===== src/rtl/uart_rx_pkg.sv =====
// Shared types and constants for the oversampling UART receiver.
package uart_rx_pkg;

    typedef enum logic [2:0] {
        IDLE,
        START,
        DATA,
        PARITY,
        STOP
    } state_t;

    localparam int         DATA_BITS   = 8;
    localparam logic       START_BIT   = 1'b0;
    localparam logic       STOP_BIT    = 1'b1;
    localparam logic [5:0] PRESCALE_8  = 6'd8;
    localparam logic [5:0] PRESCALE_16 = 6'd16;
    localparam logic [5:0] PRESCALE_32 = 6'd32;

    function automatic logic majority3(input logic a, input logic b, input logic c);
        return (a & b) | (a & c) | (b & c);
    endfunction

endpackage


===== src/rtl/uart_rx_if.sv =====
// Parallel-side and serial-side signals of the UART receiver.
interface uart_rx_if;
    logic       RX_IN;
    logic       PAR_EN;
    logic       PAR_TYP;
    logic [5:0] Prescale;
    logic [7:0] P_DATA;
    logic       Data_valid;
    logic       par_err;
    logic       stp_err;

    // master drives the line and frame format; slave is the receiver.
    modport master (
        output RX_IN, PAR_EN, PAR_TYP, Prescale,
        input  P_DATA, Data_valid, par_err, stp_err
    );

    modport slave (
        input  RX_IN, PAR_EN, PAR_TYP, Prescale,
        output P_DATA, Data_valid, par_err, stp_err
    );
endinterface


===== src/rtl/uart_rx_sampler.sv =====
// 3-point majority voter around the middle of each bit period.
module uart_rx_sampler
    import uart_rx_pkg::*;
(
    input  logic       CLK,
    input  logic       rst,
    input  logic       rx_s,
    input  logic [5:0] edge_cnt,
    input  logic [5:0] Prescale,
    output logic       sampled_bit,
    output logic       sample_done
);

    logic [5:0] mid;
    logic       s_early;
    logic       s_mid;

    assign mid = Prescale >> 1;

    // NOTE: sequential state uses non-blocking assignments so every flop samples pre-edge values.
    always_ff @(posedge CLK) begin
        if (rst) begin
            s_early <= 1'b1;
            s_mid   <= 1'b1;
        end else begin
            if (edge_cnt == mid - 6'd1) s_early <= rx_s;
            if (edge_cnt == mid)        s_mid   <= rx_s;
        end
    end

    // The third sample is the live rx_s, so the vote resolves in the same cycle.
    assign sample_done = (edge_cnt == mid + 6'd1);
    assign sampled_bit = majority3(s_early, s_mid, rx_s);

endmodule


===== src/rtl/uart_rx.sv =====
// Oversampling UART receiver: synchronizer, frame FSM, counters, shift
// register, parity/stop checks and registered outputs.
module uart_rx
    import uart_rx_pkg::*;
(
    input  logic     CLK,
    input  logic     rst,
    uart_rx_if.slave bus
);

    logic [1:0]           sync_q;
    logic                 rx_s;
    state_t               state;
    state_t               state_next;
    logic [5:0]           edge_cnt;
    logic [5:0]           edge_cnt_next;
    logic [2:0]           bit_cnt;
    logic [5:0]           prescale_q;
    logic                 par_en_q;
    logic                 par_typ_q;
    logic [DATA_BITS-1:0] shift_q;
    logic                 par_bad;
    logic                 stp_bad;
    logic                 sampled_bit;
    logic                 sample_done;
    logic                 start_det;
    logic                 edge_last;
    logic                 bit_last;
    logic                 frame_end;
    logic                 frame_good;
    logic                 parity_exp;
    logic [DATA_BITS-1:0] data_q;
    logic                 valid_q;
    logic                 par_err_q;
    logic                 stp_err_q;

    // Synchronizer resets to the idle line level so reset never looks like a start bit.
    always_ff @(posedge CLK) begin
        if (rst) sync_q <= 2'b11;
        else     sync_q <= {sync_q[0], bus.RX_IN};
    end

    assign rx_s       = sync_q[1];
    assign start_det  = (state == IDLE) && (rx_s == START_BIT);
    assign edge_last  = (edge_cnt == prescale_q - 6'd1);
    assign bit_last   = (bit_cnt == 3'(DATA_BITS - 1));
    assign frame_end  = (state == STOP) && edge_last;
    assign frame_good = !par_bad && !stp_bad;
    assign parity_exp = par_typ_q ? ~^shift_q : ^shift_q;

    uart_rx_sampler u_sampler (
        .CLK         (CLK),
        .rst         (rst),
        .rx_s        (rx_s),
        .edge_cnt    (edge_cnt),
        .Prescale    (prescale_q),
        .sampled_bit (sampled_bit),
        .sample_done (sample_done)
    );

    always_ff @(posedge CLK) begin
        if (rst) begin
            state    <= IDLE;
            edge_cnt <= '0;
        end else begin
            state    <= state_next;
            edge_cnt <= edge_cnt_next;
        end
    end

    // NOTE: defaults first so every path assigns every output and no latch is inferred.
    always_comb begin
        state_next = state;
        case (state)
            IDLE:    if (start_det) state_next = START;
            START: begin
                if (sample_done && sampled_bit != START_BIT) state_next = IDLE;
                else if (edge_last)                          state_next = DATA;
            end
            DATA:    if (edge_last && bit_last) state_next = par_en_q ? PARITY : STOP;
            PARITY:  if (edge_last) state_next = STOP;
            STOP:    if (edge_last) state_next = IDLE;
            default: state_next = IDLE;
        endcase

        // The 6-bit counter wraps on its own, so an illegal prescale still ends each bit.
        edge_cnt_next = edge_last ? 6'd0 : edge_cnt + 6'd1;
        if (state_next == IDLE)  edge_cnt_next = 6'd0;
        else if (state == IDLE)  edge_cnt_next = 6'd1;
    end

    always_ff @(posedge CLK) begin
        if (rst) begin
            prescale_q <= PRESCALE_8;
            par_en_q   <= 1'b0;
            par_typ_q  <= 1'b0;
            bit_cnt    <= '0;
            shift_q    <= '0;
            par_bad    <= 1'b0;
            stp_bad    <= 1'b0;
        end else begin
            if (start_det) begin
                prescale_q <= bus.Prescale;
                par_en_q   <= bus.PAR_EN;
                par_typ_q  <= bus.PAR_TYP;
                bit_cnt    <= '0;
                par_bad    <= 1'b0;
                stp_bad    <= 1'b0;
            end
            if (state == DATA && sample_done) shift_q <= {sampled_bit, shift_q[DATA_BITS-1:1]};
            if (state == DATA && edge_last)   bit_cnt <= bit_cnt + 3'd1;
            if (state == PARITY && sample_done) par_bad <= (sampled_bit != parity_exp);
            if (state == STOP && sample_done)   stp_bad <= (sampled_bit != STOP_BIT);
        end
    end

    // Outcome lands in the first IDLE cycle after STOP.
    always_ff @(posedge CLK) begin
        if (rst) begin
            data_q    <= '0;
            valid_q   <= 1'b0;
            par_err_q <= 1'b0;
            stp_err_q <= 1'b0;
        end else begin
            valid_q   <= frame_end && frame_good;
            par_err_q <= frame_end && par_bad;
            stp_err_q <= frame_end && stp_bad;
            if (frame_end && frame_good) data_q <= shift_q;
        end
    end

    assign bus.P_DATA     = data_q;
    assign bus.Data_valid = valid_q;
    assign bus.par_err    = par_err_q;
    assign bus.stp_err    = stp_err_q;

endmodule


===== src/flat_wrapper.sv =====
// flat-port wrapper written by rule: the top's interface ports become plain ports
module uart_rx_flat import uart_rx_pkg::*;
  (CLK, rst, bus_RX_IN, bus_PAR_EN, bus_PAR_TYP, bus_Prescale, bus_P_DATA, bus_Data_valid, bus_par_err, bus_stp_err);
  uart_rx_if bus_i ();
  input  logic CLK;
  input  logic rst;
  input wire logic [$bits(bus_i.RX_IN)-1:0] bus_RX_IN;
  input wire logic [$bits(bus_i.PAR_EN)-1:0] bus_PAR_EN;
  input wire logic [$bits(bus_i.PAR_TYP)-1:0] bus_PAR_TYP;
  input wire logic [$bits(bus_i.Prescale)-1:0] bus_Prescale;
  output wire logic [$bits(bus_i.P_DATA)-1:0] bus_P_DATA;
  output wire logic [$bits(bus_i.Data_valid)-1:0] bus_Data_valid;
  output wire logic [$bits(bus_i.par_err)-1:0] bus_par_err;
  output wire logic [$bits(bus_i.stp_err)-1:0] bus_stp_err;
  assign bus_i.RX_IN = bus_RX_IN;
  assign bus_i.PAR_EN = bus_PAR_EN;
  assign bus_i.PAR_TYP = bus_PAR_TYP;
  assign bus_i.Prescale = bus_Prescale;
  assign bus_P_DATA = bus_i.P_DATA;
  assign bus_Data_valid = bus_i.Data_valid;
  assign bus_par_err = bus_i.par_err;
  assign bus_stp_err = bus_i.stp_err;
  uart_rx u_core (.CLK(CLK), .rst(rst), .bus(bus_i));
endmodule

===== config.mk =====
export PLATFORM = sky130hd
export DESIGN_NAME = uart_rx_flat
export DESIGN_NICKNAME = d
export VERILOG_FILES = /design/src/rtl/uart_rx_pkg.sv /design/src/rtl/uart_rx_if.sv /design/src/rtl/uart_rx_sampler.sv /design/src/rtl/uart_rx.sv /design/src/flat_wrapper.sv
export SDC_FILE = /design/constraint.sdc
export NUM_CORES = 1
export LEC_CHECK = 0
export ABC_AREA = 1
export CORE_MARGIN = 3
export CORE_UTILIZATION = 45
export DETAILED_ROUTE_END_ITERATION = 8
export PLACE_DENSITY = 0.67
export SYNTH_ARGS = -nofsm -noshare
export SYNTH_HDL_FRONTEND = slang
export SYNTH_HIERARCHICAL = 1
export SYNTH_SLANG_ARGS = --single-unit

===== constraint.sdc =====
create_clock -name CLK -period 2.7 [get_ports CLK]
set_input_delay 0.27 -clock CLK [delete_from_list [all_inputs] [get_ports CLK]]
set_output_delay 0.27 -clock CLK [all_outputs]
set_load 0.02 [all_outputs]

Word-level counts from Yosys, hierarchy flattened
Index checks and enable logic that the tools add are counted.

Add/sub/neg operators: 5. Equality and inequality tests: 10. Muxes and demuxes: 16. Bitwise logic cells: 7. Reduce and logical (&&, ||, !) cells: 23.

Operator list (count): two-way mux 3 bit (9); equality test 6 bit (3); case mux 3 bit (5 select lines) (1); logical AND 1 bit (12); XNOR reduction 8 bit (1); XOR reduction 8 bit (1); adder 5 x 1 -> 6 bit, second input constant (1); adder 6 x 1 -> 6 bit, second input constant (1); equality test 3 x 2 -> 1 bit, second input constant (2); equality test 3 bit, second input constant (2); equality test 6 x 5 -> 1 bit (1); logical NOT 3 bit (2); two-way mux 1 bit (6); nonzero test 2 bit (3); subtractor 5 x 1 -> 6 bit, second input constant (1); subtractor 6 x 1 -> 6 bit, second input constant (1); OR reduction 4 bit (1); adder 3 x 1 -> 3 bit, second input constant (1); AND 1 bit (3); equality test 3 x 1 -> 1 bit, second input constant (1); logical NOT 1 bit (2); NOT 1 bit (2); bitwise OR 1 bit (2); OR reduction 2 bit (1); inequality test 1 bit (1).

Register bits after elaboration: 45. Bits of input ports: 11. Word-level logic and storage cells: 78.

Longest topological paths before layout
Gate-level depths: netlist (run 1).

Depth after elaboration: 8. Depth in mapped cells: 18. Depth with buffers taken out: 18.

Hierarchy
The synthesis (run 1) kept the hierarchy.

Modules (own cells, without submodules): uart_rx (instances 1, cells each 268, area an instance 1966.9 um2, seq. area each 860.8 um2); uart_rx_sampler (instances 1, cells each 90, area an instance 449.2 um2, seq. area each 40.0 um2).

Worst setup path before layout (run 1)
OpenSTA, ideal clock, no wires.

Path type: register -> register. Start: register u_core.prescale_q[2]. End: register u_core.shift_q[5]. Data arrival time: 2.173 ns. Required time: 2.630 ns. Path slack: 0.458 ns. Cell stages (with the launch flop): 13. Path buffers: 1. Clock period less this slack: 2.242 ns. Path through: dfxtp_1 -> inv_1 -> ha_1 -> inv_1 -> nand2_1 -> a21oi_1 -> o211ai_1 -> nor2_1 -> inv_1 -> nor2_1 -> clkbuf_1 -> o21ai_0 -> a21oi_1.

Cells in the longest elaborated chain, start to end: 3.

Ends and longest elaborated chain: from (decl) (line uart_rx.sv:18) `logic [5:0] prescale_q;`; from (signal assigned) (line uart_rx.sv:103) `prescale_q <= bus.Prescale;`; adder 5 x 1 -> 6 bit (line uart_rx_sampler.sv:32) `assign sample_done = (edge_cnt == mid + 6'd1);`; equality test 6 bit (line uart_rx_sampler.sv:32); net u_core.sample_done (line uart_rx.sv:25) `logic sample_done;`; logical AND 1 bit (line uart_rx.sv:110) `if (state == DATA && sample_done) shift_q <= {sampled_bit, shift_q[DATA_BITS-1:1]};`; to (signal assigned) (line uart_rx.sv:110); to (decl) (line uart_rx.sv:21) `logic [DATA_BITS-1:0] shift_q;`.

The timed path passes the listed nets, and every way through them passes these cells. A chain may end at the register's enable or synchronous reset.

Final worst setup path (run 1)
Start: register u_core.prescale_q[1]. End: register u_core.edge_cnt[2].

Cells in the longest elaborated chain, start to end: 7. Elaborated cells on any way between the ends: 14.

Ends and longest elaborated chain: adder 5 x 1 -> 6 bit (line uart_rx_sampler.sv:32); equality test 6 bit (line uart_rx_sampler.sv:32); net u_core.sample_done (line uart_rx.sv:25); logical AND 1 bit (line uart_rx.sv:77) `if (sample_done && sampled_bit != START_BIT) state_next = IDLE;`; two-way mux 3 bit (line uart_rx.sv:77); case mux 3 bit (5 select lines) (line uart_rx.sv:74) `case (state)`; logical NOT 3 bit (line uart_rx.sv:88) `if (state_next == IDLE) edge_cnt_next = 6'd0;`; OR reduction 4 bit (no source line); to (signal assigned) (line uart_rx.sv:67) `edge_cnt <= edge_cnt_next;`; to (decl) (line uart_rx.sv:15) `logic [5:0] edge_cnt;`.

The timed path passes the listed nets, and every way through them passes these cells.

==> run summary, run 1 <==
clk slew on worst S/H paths = 0.09 ns
Post-DP HPWL = 3880 um
total grt overflow = 0
Routed WL = 5160 um
status = finished, final reports clean
CP max stage cell = dfxtp_1
setup TNS = 0 ns
Die H = 79.3 um
slew of the pin with the lowest slew margin = 0.417 ns
period utilization = 0.876
# setup viols final = 0
Final GP Congestion = 0.883
Mapped Cells = 358
CP top delay family = simple AND/OR/NAND/NOR gates
clock latency on the worst-skew pair = 0.30 ns
P per Cell Area = 444 mW/mm^2
worst r2r src = u_core/prescale_q[1]
core box area = 0.00514 sq mm
Layout Skew = 0.00749 ns
Reg power frac = 0.551
DRC violations left = 0
Max Cap Viol = 0
layout cells sized above 1 = 0.0879
startpoint types = flip-flop
most used cell, CP = nand2_1
first-pass GRT wire length = 9240 um
combinational share of power = 0.109
FP Rows = 26
largest net degree at the start of global routing = 28
register area share after synthesis = 0.373
Crit path buffers/inverters = 2
Leak = 1.25 nW
switching part of the total power = 0.269
Nets = 403
crit-path max cell delay = 0.48 ns
WS Path Type = reg -> reg
Syn. warnings = 6
Clock power frac = 0.340
initial antenna violation count = 0
Crit. End Element = flip-flop
r2r setup slk = 0.33 ns
H-tree depth = 2
mapped cell area = 0.00242 sq mm
Routed Antenna Nets = 0
internal power component = 916 uW
port bufs = 21
WL/cell = 11.3 um
switching power = 337 uW
TritonCTS clock tree = done
FF-to-FF path depth = 16
DR vias = 2211
critical path required time = 2.89 ns
Total GRT Usage = 0.182
Worst setup startpoint = u_core/prescale_q[1]
Peak Freq = 0.423 GHz
Yosys reg bits = 45
reg2reg end = u_core/edge_cnt[2]
drt first pass iters = 4
Slew Viols, Final = 0
CTS buffer count = 5
final cell utilization of the core = 0.549
DR vias/cell = 4.84
IO Count = 22
Unique masters post-synth = 30
critical path peak fanout = 7
Min-Delay Path Class = reg -> reg
DR iter-0 viols = 127
Layout area overhead = 16.8%
Antenna Cells = 0
Tmin final = 2.37 ns
Post-synth EDFFs = 0
CTS sink cnt = 45
Rel. slew slack = 0.722
vias in the first global route = 2144
Root Driver = clkbuf_8
syn nets = 375
Final Hold Vio Count = 0
starting density of the core = 0.470
top_reg_cell synth = dfxtp_1
die width = 79.3 um
Peak VDD IR = 0.000259 V
asr flop ratio synth = 0
crit path DAT = 2.56 ns
crit path to = u_core/edge_cnt[2]
CP cell instances = inv_2, ha_1, inv_1, nand2_1, a21oi_1, o211ai_1, nor2_2, a31oi_1, nand2_1, nand2_1, nor2_1, nand2_1, nand2_1, nand2_1, nand2_1, nor2_1
Crit path depth = 16
RSZ-0062 raised after global routing = no
Max clock buf depth = 2
die area = 0.00628 sq mm
buffer count from post-CTS setup fixing = 0
Mapped Avg Cell Area = 6.75 sq um
-- worst register-to-register path, stage by stage, from the launching register on --
cell      delay, ns
dfxtp_1        0.48
inv_2          0.11
ha_1           0.32
inv_1          0.05
nand2_1        0.06
a21oi_1        0.12
o211ai_1       0.12
nor2_2         0.21
a31oi_1        0.11
nand2_1        0.08
nand2_1        0.04
nor2_1         0.14
nand2_1        0.07
nand2_1        0.08
nand2_1        0.06
nand2_1        0.15
nor2_1         0.06
-- flip-flops by register name, indices dropped and copies added, names as in the netlist --
| register | count |
|---|---|
| u_core/bit_cnt | 3 |
| u_core/bus.Data_valid | 1 |
| u_core/bus.P_DATA | 8 |
| u_core/bus.par_err | 1 |
| u_core/bus.stp_err | 1 |
| u_core/edge_cnt | 6 |
| u_core/par_bad | 1 |
| u_core/par_en_q | 1 |
| u_core/par_typ_q | 1 |
| u_core/prescale_q | 6 |
| u_core/shift_q | 8 |
| u_core/state | 3 |
| u_core/stp_bad | 1 |
| u_core/sync_q | 2 |
| u_core/u_sampler/s_early | 1 |
| u_core/u_sampler/s_mid | 1 |
-- per-layer routing --
| layer | track usage | part of all wire | routed length (um) | up-vias |
|---|---|---|---|---|
| met5 | 0 | 0 | 0 | - |
| met4 | 0.0481 | 0.013 | 68 | 0 |
| met3 | 0.0454 | 0.054 | 277 | 7 |
| met2 | 0.314 | 0.47 | 2410 | 49 |
| met1 | 0.227 | 0.47 | 2400 | 975 |
| li1 | - | - | - | 1180 |
-- logic make-up after synthesis --
family | Yosys count | share of synthesized area
AO/OA/AOI/OAI | 59 | 0.128
XOR/XNOR | 18 | 0.0653
adder cells (fa/ha/maj) | 7 | 0.0352
buffers and inverters | 58 | 0.0937
flip-flops | 45 | 0.373
AND/OR/NAND/NOR | 171 | 0.305
-- final cells by class --
cell class,instances,area (sq um)
clock buffer,5,68.8
clock inverter,3,21.3
fill,544,2320
inverter,52,196
multi-input combinational,255,1290
sequential,45,902
tap,70,87.6
timing repair buffer,27,255
-- what timing repair did --
action,in CTS,in global routing
hold buffers,0,0
setup endpoints to repair,0,5
hold endpoints to repair,0,0
gates resized for setup,0,2
-- power by group through the flow --
stage	Combinational, mW	Clock (mW)	Sequential [mW]
after floorplan	0.0975	0	0.701
after global placement	0.135	0	0.706
after detailed placement	0.136	0	0.706
after CTS	0.136	0.441	0.691
after global routing	0.158	0.471	0.693
final	0.136	0.426	0.691
-- cell usage in the layout, fill, tap and decap left out, drive strengths merged, types with 6 or more instances in the layout --
master | Yosys | final
a21oi | 32 | 32
buf | 1 | 6
clkdlybuf4s50 | 0 | 21
dfxtp | 45 | 45
ha | 6 | 6
inv | 51 | 52
nand2 | 84 | 84
nand3 | 23 | 23
nor2 | 52 | 52
nor3 | 6 | 6
o21ai | 24 | 24
xnor2 | 10 | 10
xor2 | 8 | 8
-- worst min path at each step --
stage	from	end	slack (ns)	cells after the start
3_3_place_gp	u_core/sync_q[0]	u_core/sync_q[1]	0.41	1
2_1_floorplan	bus_RX_IN	u_core/sync_q[0]	0.37	1
3_5_place_dp	u_core/sync_q[0]	u_core/sync_q[1]	0.40	1
5_1_grt	u_core/sync_q[0]	u_core/sync_q[1]	0.44	1
6_report	u_core/sync_q[0]	u_core/sync_q[1]	0.42	1
4_1_cts	u_core/sync_q[0]	u_core/sync_q[1]	0.43	1
-- cell usage after synthesis (3+ instances only) --
library cell,count,area share
nand2_1,80,0.12
nor2_1,49,0.076
inv_1,48,0.075
dfxtp_1,45,0.37
a21oi_1,30,0.062
nand3_1,23,0.048
o21ai_0,22,0.046
xnor2_1,10,0.036
xor2_1,8,0.029
ha_1,6,0.031
clkbuf_1,5,0.0078
nor3_1,4,0.0083
inv_2,3,0.0047
nand2_2,3,0.0078
or2_2,3,0.0078
-- per-stage QoR --
stage	cells	hold slack, ns	power [mW]	cell area, sq um	setup slack [ns]
floorplan	358	0.374	0.799	2420	0.458
global placement	449	0.407	0.841	2730	0.341
detailed placement	449	0.401	0.842	2730	0.243
CTS	457	0.427	1.27	2820	0.222
global route	457	0.442	1.32	2820	0.0712
finish	457	0.424	1.25	2820	0.335
(Power assumes the default switching activity.)
==> run 2, diff against run 1 <==
- SYNTH_HIERARCHICAL: 1 -> unset
==> run 2 against run 1 <==
Compared with the run above: core utilization up 0.80 points; final area decreased by 3.1%; critical path type unchanged; clock skew grew 0.0023 ns; power shrank 2.8%.
==> run summary, run 2 <==
status = finished, final reports clean (unchanged)
Total GRT Usage = 0.174 (was 0.182)
Die H = 78.7 um (was 79.3 um)
Mapped Avg Cell Area = 6.89 sq um (was 6.75 sq um)
slew of the pin with the lowest slew margin = 0.617 ns (was 0.417 ns)
clk slew on worst S/H paths = 0.08 ns (was 0.09 ns)
Min-Delay Path Class = reg -> reg (unchanged)
Leak = 1.19 nW (was 1.25 nW)
period utilization = 0.870 (was 0.876)
CP cell instances = inv_2, ha_1, nand2_1, nand2_1, inv_1, nand2_1, nand2_1, nand3_2, nor2_4, nand2_4, nor3_4, inv_2, nor2_1, nor2_1 (was inv_2, ha_1, inv_1, nand2_1, a21oi_1, o211ai_1, nor2_2, a31oi_1, nand2_1, nand2_1, nor2_1, nand2_1, nand2_1, nand2_1, nand2_1, nor2_1)
FP Rows = 25 (was 26)
drt first pass iters = 4 (unchanged)
Mapped Cells = 345 (was 358)
most used cell, CP = nand2_1 (unchanged)
crit path DAT = 2.55 ns (was 2.56 ns)
die width = 78.7 um (was 79.3 um)
Peak Freq = 0.426 GHz (was 0.423 GHz)
share of the synthesized area in the top cell type = 0.379 (was 0.373)
syn nets = 363 (was 375)
main combinational cell family by area after synthesis = simple AND/OR/NAND/NOR gates (unchanged)
DR vias/cell = 4.88 (was 4.84)
Antenna Cells = 0 (unchanged)
critical path peak fanout = 9 (was 7)
DRC violations left = 0 (unchanged)
mapped cell area = 0.00238 sq mm (was 0.00242 sq mm)
WL/cell = 11.4 um (was 11.3 um)
vias in the first global route = 2019 (was 2144)
starting density of the core = 0.484 (was 0.470)
IO Count = 22 (unchanged)
Post-DP HPWL = 3740 um (was 3880 um)
startpoint types = flip-flop (unchanged)
asr flop ratio synth = 0 (unchanged)
TritonCTS clock tree = done (unchanged)
most common cell after layout, fill and taps aside = nand2_1 (unchanged)
WS Path Type = reg -> reg (unchanged)
Slew Viols, Final = 0 (unchanged)
buffer count from post-CTS setup fixing = 0 (unchanged)
Synth Area in Compound Gates = 0.107 (was 0.128)
Synth Area in Adders = 0.0369 (was 0.0352)
Pwr Total = 1.22 mW (was 1.25 mW)
clock latency on the worst-skew pair = 0.30 ns (about the same)
setup TNS = 0 ns (unchanged)
P per Cell Area = 445 mW/mm^2 (was 444 mW/mm^2)
die area = 0.00619 sq mm (was 0.00628 sq mm)
Max clock buf depth = 2 (unchanged)
CTS buffer count = 5 (unchanged)
Routed WL = 4960 um (was 5160 um)
number of gates resized after cts = 0 (unchanged)
CP max stage cell = dfxtp_1 (unchanged)
Crit. End Element = flip-flop (unchanged)
largest net degree at the start of global routing = 22 (was 28)
XOR/XNOR share of the synthesized area = 0.0737 (was 0.0653)
Routed Antenna Nets = 0 (unchanged)
layout cells sized above 1 = 0.0707 (was 0.0879)
DR vias = 2124 (was 2211)
leading cell types in the layout, fill and taps excluded = nand2_1 (82), nor2_1 (45), dfxtp_1 (45) (was nand2_1 (80), inv_1 (48), nor2_1 (48))
synth top area cells = dfxtp_1 (38%), nand2_1 (13%), nor2_1 (7.1%) (was dfxtp_1 (37%), nand2_1 (12%), nor2_1 (7.6%))
# setup viols final = 0 (unchanged)
cell taking the most area after synthesis = dfxtp_1 (unchanged)
Yosys reg bits = 45 (unchanged)
total grt overflow = 0 (unchanged)
Final Hold Vio Count = 0 (unchanged)
Tmin final = 2.35 ns (was 2.37 ns)
Layout Cells excl Fill = 435 (was 457)
crit-path max cell delay = 0.47 ns (was 0.48 ns)
core box area = 0.00491 sq mm (was 0.00514 sq mm)
multiplexer share of the synthesized area = 0 (unchanged)
CTS sink cnt = 45 (unchanged)
Layout Skew = 0.00982 ns (was 0.00749 ns)
Peak VDD IR = 0.000357 V (was 0.000259 V)
placed cells = 427 (was 449)
initial antenna violation count = 0 (unchanged)
Unique masters post-synth = 26 (was 30)
Syn. warnings = 0 (was 6)
critical path required time = 2.90 ns (was 2.89 ns)
Max Cap Viol = 0 (unchanged)
H-tree depth = 2 (unchanged)
Post-synth EDFFs = 0 (unchanged)
DR iter-0 viols = 89 (was 127)
final cell utilization of the core = 0.557 (was 0.549)
Rel. slew slack = 0.588 (was 0.722)
Root Driver = clkbuf_8 (unchanged)
top_reg_cell synth = dfxtp_1 (unchanged)
first-pass GRT wire length = 8710 um (was 9240 um)
most numerous cell in the Yosys netlist = nand2_1 (unchanged)
hold_buf cts = 0 (unchanged)
RSZ-0062 raised after global routing = no (unchanged)
port bufs = 21 (unchanged)
Synth Area in Simple Gates = 0.320 (was 0.305)
register area share after synthesis = 0.379 (was 0.373)
Final GP Congestion = 0.908 (was 0.883)
Layout area overhead = 15.2% (was 16.8%)
Nets = 385 (was 403)
Commonest cells post-synth = nand2_1 (82), dfxtp_1 (45), nor2_1 (45), inv_1 (38) (was nand2_1 (80), nor2_1 (49), inv_1 (48), dfxtp_1 (45), a21oi_1 (30))
Layout fillers = 483 (was 544)
==> run 2: changes by cell type after synthesis, moves of 3 or more <==
cell / delta
nand3_2: +3
nor2_1: -4
a21oi_1: -6
nor3_1: +4
inv_1: -10
==> run 2: logic make-up (layout without fill, tap and decap cells) <==
group	count (synthesis)	in the layout
flops	45	45
simple gates	173	173
buf+inv	50	73
fa+ha+maj	7	7
xor+xnor	20	20
compound gates	50	50
==> run 2: worst paths after layout <==
kind                                      startpoint                    to  slack (ns)  depth (start not counted)
worst max-delay path            u_core.prescale_q[2]  u_core.bus.P_DATA[6]        0.35                         14
worst max register to register  u_core.prescale_q[2]  u_core.bus.P_DATA[6]        0.35                         14
worst min-delay path                u_core.sync_q[0]      u_core.sync_q[1]        0.42                          1
worst min register to register      u_core.sync_q[0]      u_core.sync_q[1]        0.42                          1
==> run 2: critical path: cells and delay by family, from the launching register on <==
kind                       cells  cell delay [ns]
and+or+nand+nor               10             1.25
adders and majority gates      1             0.19
DFF                            1             0.47
buffers and inverters          3             0.34
==> run 2: metal layers <==
metal | global-route usage | part of all wire
met4 | 0.0472 | 0.012
met2 | 0.295 | 0.48
met5 | 0 | 0
met1 | 0.221 | 0.48
met3 | 0.0390 | 0.031
==> run 2: layout make-up <==
type | instances | area, sq um | area share
inverters | 41 | 154 | 0.0562
repair buffers | 24 | 233 | 0.0850
flip-flops and latches | 45 | 901 | 0.329
clock inverters | 2 | 15.0 | 0.00549
well taps | 67 | 83.8 | 0.0306
clock buffers | 6 | 72.6 | 0.0265
multi-input cells | 250 | 1280 | 0.467
==> run 2: stage by stage <==
step | instance area, sq um | hold slack (ns) | setup WS (ns)
2_1_floorplan | 2380 | 0.374 | 0.779
3_3_place_gp | 2650 | 0.397 | 0.410
3_5_place_dp | 2650 | 0.396 | 0.363
4_1_cts | 2740 | 0.425 | 0.354
5_1_grt | 2740 | 0.435 | 0.134
6_report | 2740 | 0.421 | 0.351
==> run 2: report_power, final <==
group	switching (mW)	total [mW]	internal (mW)
Combinational	0.0743	0.127	0.0523
Clock	0.222	0.405	0.182
Sequential	0.0127	0.687	0.674
Total	0.309	1.22	0.908
==> run 3, diff against run 2 <==
- REMOVE_ABC_BUFFERS: unset -> 1
==> run 3 against run 2 <==
Compared with the run above: final cell count unchanged; sequential power about the same; power increased by 18%; core utilization up 1.0 points; worst setup slack improved by 0.015 ns; critical path type unchanged; critical endpoint is now u_core.bus.P_DATA[0].
==> run summary, run 3 (synthesis results as in run 2) <==
Slew Viols, Final = 0 (unchanged)
Routed WL = 5170 um (was 4960 um)
Leak = 1.22 nW (was 1.19 nW)
core box area = 0.00491 sq mm (unchanged)
crit path DAT = 2.54 ns (was 2.55 ns)
internal power component = 1.10 mW (was 908 uW)
status = finished, final reports clean (unchanged)
Die H = 78.7 um (unchanged)
Min-Delay Path Class = reg -> reg (unchanged)
most common cell after layout, fill and taps aside = nand2_1 (unchanged)
TritonCTS clock tree = done (unchanged)
Nets = 385 (unchanged)
FP Rows = 25 (unchanged)
Max clock buf depth = 2 (unchanged)
drt first pass iters = 4 (unchanged)
number of gates resized after cts = 0 (unchanged)
clk slew on worst S/H paths = 0.09 ns (was 0.08 ns)
Final Hold Vio Count = 0 (unchanged)
Antenna Cells = 0 (unchanged)
switching power = 336 uW (was 309 uW)
switching part of the total power = 0.234 (was 0.254)
final cell utilization of the core = 0.567 (was 0.557)
die area = 0.00619 sq mm (unchanged)
DR vias = 2151 (was 2124)
Tmin final = 2.33 ns (was 2.35 ns)
first-pass GRT wire length = 9240 um (was 8710 um)
hold_buf cts = 0 (unchanged)
Post-DP HPWL = 3780 um (was 3740 um)
initial antenna violation count = 0 (unchanged)
starting density of the core = 0.484 (unchanged)
Root Driver = clkbuf_8 (unchanged)
startpoint types = flip-flop (unchanged)
setup TNS = 0 ns (unchanged)
# setup viols final = 0 (unchanged)
Reg power frac = 0.478 (was 0.564)
CTS sink cnt = 45 (unchanged)
combinational share of power = 0.089 (was 0.104)
P per Cell Area = 515 mW/mm^2 (was 445 mW/mm^2)
WL/cell = 11.9 um (was 11.4 um)
DR iter-0 viols = 114 (was 89)
Reg area = 901 sq um (unchanged)
RSZ-0062 raised after global routing = no (unchanged)
layout cells sized above 1 = 0.0734 (was 0.0707)
Rel. slew slack = 0.582 (was 0.588)
DRC violations left = 0 (unchanged)
Layout fillers = 502 (was 483)
Peak VDD IR = 0.000430 V (was 0.000357 V)
IO Count = 22 (unchanged)
period utilization = 0.865 (was 0.870)
largest net degree at the start of global routing = 22 (unchanged)
DR vias/cell = 4.94 (was 4.88)
Final GP Congestion = 0.944 (was 0.908)
Peak Freq = 0.428 GHz (was 0.426 GHz)
Layout Skew = 0.00917 ns (was 0.00982 ns)
Multi-input gate area = 0.00128 sq mm (unchanged)
critical path required time = 2.91 ns (was 2.90 ns)
port bufs = 21 (unchanged)
Total GRT Usage = 0.185 (was 0.174)
buffer count from post-CTS setup fixing = 0 (unchanged)
Crit. End Element = flip-flop (unchanged)
Clock power frac = 0.432 (was 0.332)
Layout area overhead = 17.3% (was 15.2%)
slew of the pin with the lowest slew margin = 0.626 ns (was 0.617 ns)
leading cell types in the layout, fill and taps excluded = nand2_1 (82), nor2_1 (45), dfxtp_1 (45) (unchanged)
critical path peak fanout = 9 (unchanged)
Routed Antenna Nets = 0 (unchanged)
vias in the first global route = 2016 (was 2019)
H-tree depth = 2 (unchanged)
total grt overflow = 0 (unchanged)
Max Cap Viol = 0 (unchanged)
die width = 78.7 um (unchanged)
clock latency on the worst-skew pair = 0.30 ns (about the same)
WS Path Type = reg -> reg (unchanged)
CTS buffer count = 5 (unchanged)
## run 3: cell count changes in the layout (fill, tap and decap cells not counted)
cell | previous run | this run
inv_6 | 0 | 1
clkinvlp_4 | 2 | 0
clkbuf_1 | 1 | 0
bufinv_16 | 0 | 2
## run 3: routing by layer
layer,part of all wire,vias up,global-route usage
li1,-,1134,-
met1,0.50,983,0.254
met2,0.46,30,0.293
met3,0.027,4,0.0424
met4,0.0085,0,0.0455
met5,0,-,0
## run 3: final timing paths
kind	from	end	slack, ns	cells past startpoint
max	u_core.prescale_q[1]	u_core.bus.P_DATA[0]	0.37	13
min	u_core.sync_q[0]	u_core.sync_q[1]	0.42	1
max reg2reg	u_core.prescale_q[1]	u_core.bus.P_DATA[0]	0.37	13
min reg2reg	u_core.sync_q[0]	u_core.sync_q[1]	0.42	1
## run 3: power by group through the flow
stage | combinational, mW | sequential [mW] | clock, mW
3_3_place_gp | 0.126 | 0.702 | 0
2_1_floorplan | 0.0861 | 0.699 | 0
3_5_place_dp | 0.127 | 0.703 | 0
5_1_grt | 0.148 | 0.689 | 0.662
4_1_cts | 0.128 | 0.687 | 0.626
6_report | 0.128 | 0.687 | 0.620
## run 3: layout make-up
type | count | share of cell area
multi-input combinational | 250 | 0.458
sequential | 45 | 0.323
timing repair buffer | 24 | 0.0835
inverter | 41 | 0.0552
tap | 67 | 0.0301
clock buffer | 5 | 0.0247
clock inverter | 3 | 0.0247
## run 3: metrics by stage
step           instance area (sq um)  setup WS [ns]  power (mW)  cells  hold slack [ns]
2_1_floorplan                   2330          0.779       0.785    336            0.339
3_3_place_gp                    2650          0.440       0.828    427            0.393
3_5_place_dp                    2650          0.406       0.830    427            0.399
4_1_cts                         2790          0.401        1.44    435            0.420
5_1_grt                         2790         0.0600        1.50    435            0.459
6_report                        2790          0.366        1.44    435            0.416
## run 3: critical path, stage by stage (launching register included)
cell	delay, ns
dfxtp_1	0.36
inv_1	0.17
ha_1	0.27
nand2_1	0.09
nor2_2	0.12
nand3_1	0.08
nand2_1	0.06
nand2_1	0.12
nor2_4	0.22
nand2_4	0.09
nor3_4	0.33
inv_2	0.15
nor2_1	0.13
nor2_1	0.06
